--- config.mk ---
export PLATFORM = sky130hd
export DESIGN_NAME = seq_detector_param
export DESIGN_NICKNAME = d
export VERILOG_FILES = /design/src/rtl/seq_detector_param.sv
export SDC_FILE = /design/constraint.sdc
export NUM_CORES = 1
export LEC_CHECK = 0
export BUFFER_PORTS_ARGS = -buffer_cell sky130_fd_sc_hd__buf_2
export CAP_MARGIN = 20
export CORE_ASPECT_RATIO = 1.1
export CORE_UTILIZATION = 54
export CTS_CLUSTER_SIZE = 28
export DETAILED_ROUTE_END_ITERATION = 8
export GPL_ROUTABILITY_DRIVEN = 0
export PLACE_DENSITY_LB_ADDON = 0.05
export SLEW_MARGIN = 20
export SYNTH_ARGS = -nofsm -noshare
export SYNTH_HDL_FRONTEND = slang
export SYNTH_SLANG_ARGS = --single-unit
--- constraint.sdc ---
create_clock -name clk -period 2.8 [get_ports clk]
set_input_delay 0.42 -clock clk [delete_from_list [all_inputs] [get_ports clk]]
set_output_delay 0.42 -clock clk [all_outputs]
set_load 0.02 [all_outputs]
--- src/rtl/seq_detector_param.sv ---
// Serial pattern detector with a runtime-programmable pattern, length and overlap mode.
// It produces a registered match pulse and a saturating match counter with a sticky saturation flag.
module seq_detector_param #(
    parameter int MAXLEN = 8,
    parameter int CW     = 8,
    parameter int LW     = $clog2(MAXLEN + 1)
) (
    input  logic              clk,
    input  logic              resetn,
    input  logic              w,
    input  logic              en,
    input  logic              clr,
    input  logic [MAXLEN-1:0] pat,
    input  logic [LW-1:0]     len,
    input  logic              overlap,
    output logic              z,
    output logic [CW-1:0]     match_cnt,
    output logic              cnt_sat
);

    localparam logic [LW:0]   MAXLEN_W = (LW + 1)'(MAXLEN);
    localparam logic [CW-1:0] CNT_MAX  = '1;

    logic [MAXLEN-1:0] hist_reg, hist_next;
    logic [LW-1:0]     fill_reg, fill_next;
    logic              z_reg, z_next;
    logic [CW-1:0]     cnt_reg, cnt_next;
    logic              sat_reg, sat_next;

    logic [MAXLEN-1:0] nh;
    logic [MAXLEN-1:0] len_mask;
    logic [LW:0]       eff_len;
    logic [LW:0]       fill_plus;
    logic [LW-1:0]     fill_inc;
    logic              hit;

    assign nh        = {hist_reg[MAXLEN-2:0], w};
    assign eff_len   = ({1'b0, len} > MAXLEN_W) ? MAXLEN_W : {1'b0, len};
    assign fill_plus = {1'b0, fill_reg} + 1'b1;
    assign fill_inc  = (fill_plus > MAXLEN_W) ? MAXLEN_W[LW-1:0] : fill_plus[LW-1:0];

    // Bit gi of the mask selects history/pattern bits inside the active length.
    generate
        for (genvar gi = 0; gi < MAXLEN; gi++) begin : g_mask
            assign len_mask[gi] = ((LW + 1)'(gi) < eff_len);
        end
    endgenerate

    assign hit = (eff_len != '0) && (fill_plus >= eff_len) &&
                 (((nh ^ pat) & len_mask) == '0);

    always_comb begin
        hist_next = hist_reg;
        fill_next = fill_reg;
        z_next    = 1'b0;
        cnt_next  = cnt_reg;
        sat_next  = sat_reg;
        if (clr) begin
            hist_next = '0;
            fill_next = '0;
            cnt_next  = '0;
            sat_next  = 1'b0;
        end else if (en) begin
            hist_next = nh;
            z_next    = hit;
            // Non-overlapping mode discards the bits consumed by a match.
            fill_next = (!overlap && hit) ? '0 : fill_inc;
            if (hit) begin
                if (cnt_reg != CNT_MAX)
                    cnt_next = cnt_reg + 1'b1;
                if (cnt_reg >= CNT_MAX - 1'b1)
                    sat_next = 1'b1;
            end
        end
    end

    always_ff @(posedge clk or negedge resetn) begin
        if (!resetn) begin
            hist_reg <= '0;
            fill_reg <= '0;
            z_reg    <= 1'b0;
            cnt_reg  <= '0;
            sat_reg  <= 1'b0;
        end else begin
            hist_reg <= hist_next;
            fill_reg <= fill_next;
            z_reg    <= z_next;
            cnt_reg  <= cnt_next;
            sat_reg  <= sat_next;
        end
    end

    assign z         = z_reg;
    assign match_cnt = cnt_reg;
    assign cnt_sat   = sat_reg;

endmodule

==> summary.md <==
| Metric | Value |
|---|---|
| Outcome | completed |
| Area Overhead vs Synth | 14.4% |
| Antenna violations before repair | 0 |
| Setup Buffers After CTS | 0 |
| Seq/Total Area, Yosys | 0.370 |
| Vias post-DR | 1231 |
| Clk buf depth | 2 |
| Post-layout minimum cycle time | 2.66 ns |
| #FFs+latches synth | 21 |
| CTS tree | yes |
| Commonest non-fill, non-tap cell in the layout | buf_2 |
| CP required | 3.00 ns |
| Pre-antenna DRT Iters | 4 |
| Final wirelength | 3.10 mm |
| Core Rows | 19 |
| Fill count | 216 |
| H-Tree Depth | 1 |
| Worst path slowest cell | dfrtp_1 |
| Horiz. Die Dim | 50.9 um |
| CP max FO | 8 |
| Crit path top cell by count | ha_1 |
| Tightest Pin Transition | 0.479 ns |
| CP delay by family, top | simple AND/OR/NAND/NOR gates |
| Pin count of the biggest net entering global routing | 26 |
| Number of I/O pins | 28 |
| Die Span Y | 55.8 um |
| Slew headroom | 0.672 |
| Routed len/inst | 15.0 um |
| Synthesized netlist cell count | 150 |
| CTS buffer count | 3 |
| Reg area | 526 sq um |
| Worst path max stage delay | 0.43 ns |
| Vias per cell | 5.95 |
| Post-synthesis net count | 176 |
| Fin Hold WS | 0.0599 ns |
| Clock latency on the worst-skew pair | 0.30 ns |
| Global-route wire length before repair | 5.43 mm |
| GR Overflow Total | 0 |
| Worst-path clk slew | 0.12 ns |
| Worst hold path class | in -> async |
| WP depth | 9 |
| Final Max Tran Viols | 0 |
| WP buf/inv | 0 |
| EDFF count, synth | 0 |
| Remaining antenna violation count | 0 |
| Mapped cell area | 1420 sq um |
| Async S/R FF share, synth | 1.00 |
| Power Density | 342 nW/um^2 |
| Clock root buffer | clkbuf_4 |
| Lkg Pwr | 0.773 nW |
| Sum Neg Setup Slack | 0 ns |
| DRC Markers | 0 |
| Yosys warning count | 0 |
| Area of the multi-input gates | 867 sq um |
| Drt initial violations | 41 |
| Nets | 203 |
| Most frequent cells in the layout | buf_2, dfrtp_1, nor2_1, nand2_1 |
| Clock Skew | 0.00359 ns |
| Distinct cells, synth | 42 |
| Fraction of layout cells with a size suffix above 1 | 0.261 |
| Crit. End Element | flip-flop |
| Dpl hpwl | 2.24 mm |
| Area of the core | 2500 sq um |
| CTS Sinks | 21 |
| RSZ-0062 raised after global routing | yes |
| Ordered cell list for the critical path | ha_1, nor2b_1, or2_2, ha_1, o21ai_0, o21ai_2, nand4_4, nor4_1, mux2_2 |
| Post-synth top flop | dfrtp_1 |
| Number of inserted diodes | 0 |
| Avg Inst Size Synth | 9.48 sq um |
| Final Hold Vio Count | 0 |
| Vias in the first global route | 1211 |
| Largest register FFs | 8 |
| CTS Hold Bufs | 0 |
| Worst EP arrival | 2.86 ns |
| GRT Total Usage | 0.252 |
| Setup Crit Path Kind | reg -> reg |
| Peak VDD IR | 0.301 mV |
| Max-cap violations | 0 |
| R2R cell count | 9 |
| Flop2flop setup slack | 0.14 ns |
| Max Fclk | 376 MHz |
| Starting density of the core | 0.569 |
| CP Launch Type | flip-flop |
| Buffers on Ports | 27 |
| Tcrit/Tclk final | 0.951 |
| Die area | 2840 sq um |
| Number of setup violations in the final report | 0 |
metal layers:
metal	part of all wire	vias to the layer above	global-route usage	wire, um
met5	0	-	0	0
met4	0.010	0	0.0873	31
met3	0.042	4	0.0328	131
met2	0.50	33	0.393	1540
met1	0.45	598	0.357	1400
li1	-	596	-	-
worst paths after layout:
path                                   from            to
worst min register to register      cnt_sat       cnt_sat
worst min-delay path                 resetn   fill_reg[0]
worst max register to register  fill_reg[1]  match_cnt[4]
min in group clk                          w   hist_reg[0]
max in group asynchronous            resetn  match_cnt[3]
worst max-delay path            fill_reg[1]  match_cnt[4]
power breakdown:
group	total, mW	internal (mW)	switching (mW)
clock	0.148	0.0554	0.0924
combinational	0.0965	0.0376	0.0589
sequential	0.312	0.308	0.00437
area by class of cell:
type | count | share of cell area
clock buffer | 4 | 0.0162
inverter | 5 | 0.0115
multi-input combinational | 117 | 0.533
sequential | 21 | 0.323
tap | 31 | 0.0238
timing repair buffer | 29 | 0.0923
Yosys cell counts (3+ instances only):
cell type / n / area, sq um
dfrtp_1: 21 / 526
nor2_1: 15 / 56.3
nand2_1: 9 / 33.8
ha_1: 8 / 100
nor2b_1: 8 / 50.1
mux2i_1: 7 / 70.1
nand3_1: 7 / 35.0
o21ai_0: 6 / 30.0
inv_1: 5 / 18.8
mux2_2: 5 / 56.3
nor4_1: 5 / 31.3
xor2_1: 5 / 43.8
a21oi_1: 4 / 20.0
nand2b_1: 4 / 25.0
xnor2_1: 4 / 35.0
and3_1: 3 / 18.8
clkbuf_1: 3 / 11.3
nor3_1: 3 / 15.0
repair_timing:
action	4_1_cts	5_1_grt
endpoints found under the setup margin	0	9
endpoints found under the hold margin	0	0
resized for setup	0	5
cells by family after synthesis:
kind of cell             share of synthesized area
AND/OR/NAND/NOR                              0.250
AO/OA/AOI/OAI                                0.120
flip-flops                                   0.370
multiplexers                                0.0968
buffers and inverters                       0.0379
XOR/XNOR                                    0.0555
adder cells (fa/ha/maj)                     0.0704
through the flow:
stage,instances,util,setup slack (ns),instance area [sq um],power [mW]
floorplan,150,-,0.221,1420,0.372
global placement,203,0.631,0.127,1580,0.406
detailed placement,203,0.631,0.0576,1580,0.410
CTS,207,0.642,0.0159,1600,0.560
global route,207,0.652,-0.0167,1630,0.585
finish,207,0.652,0.137,1630,0.556
Power figures use the tool's default switching activity.
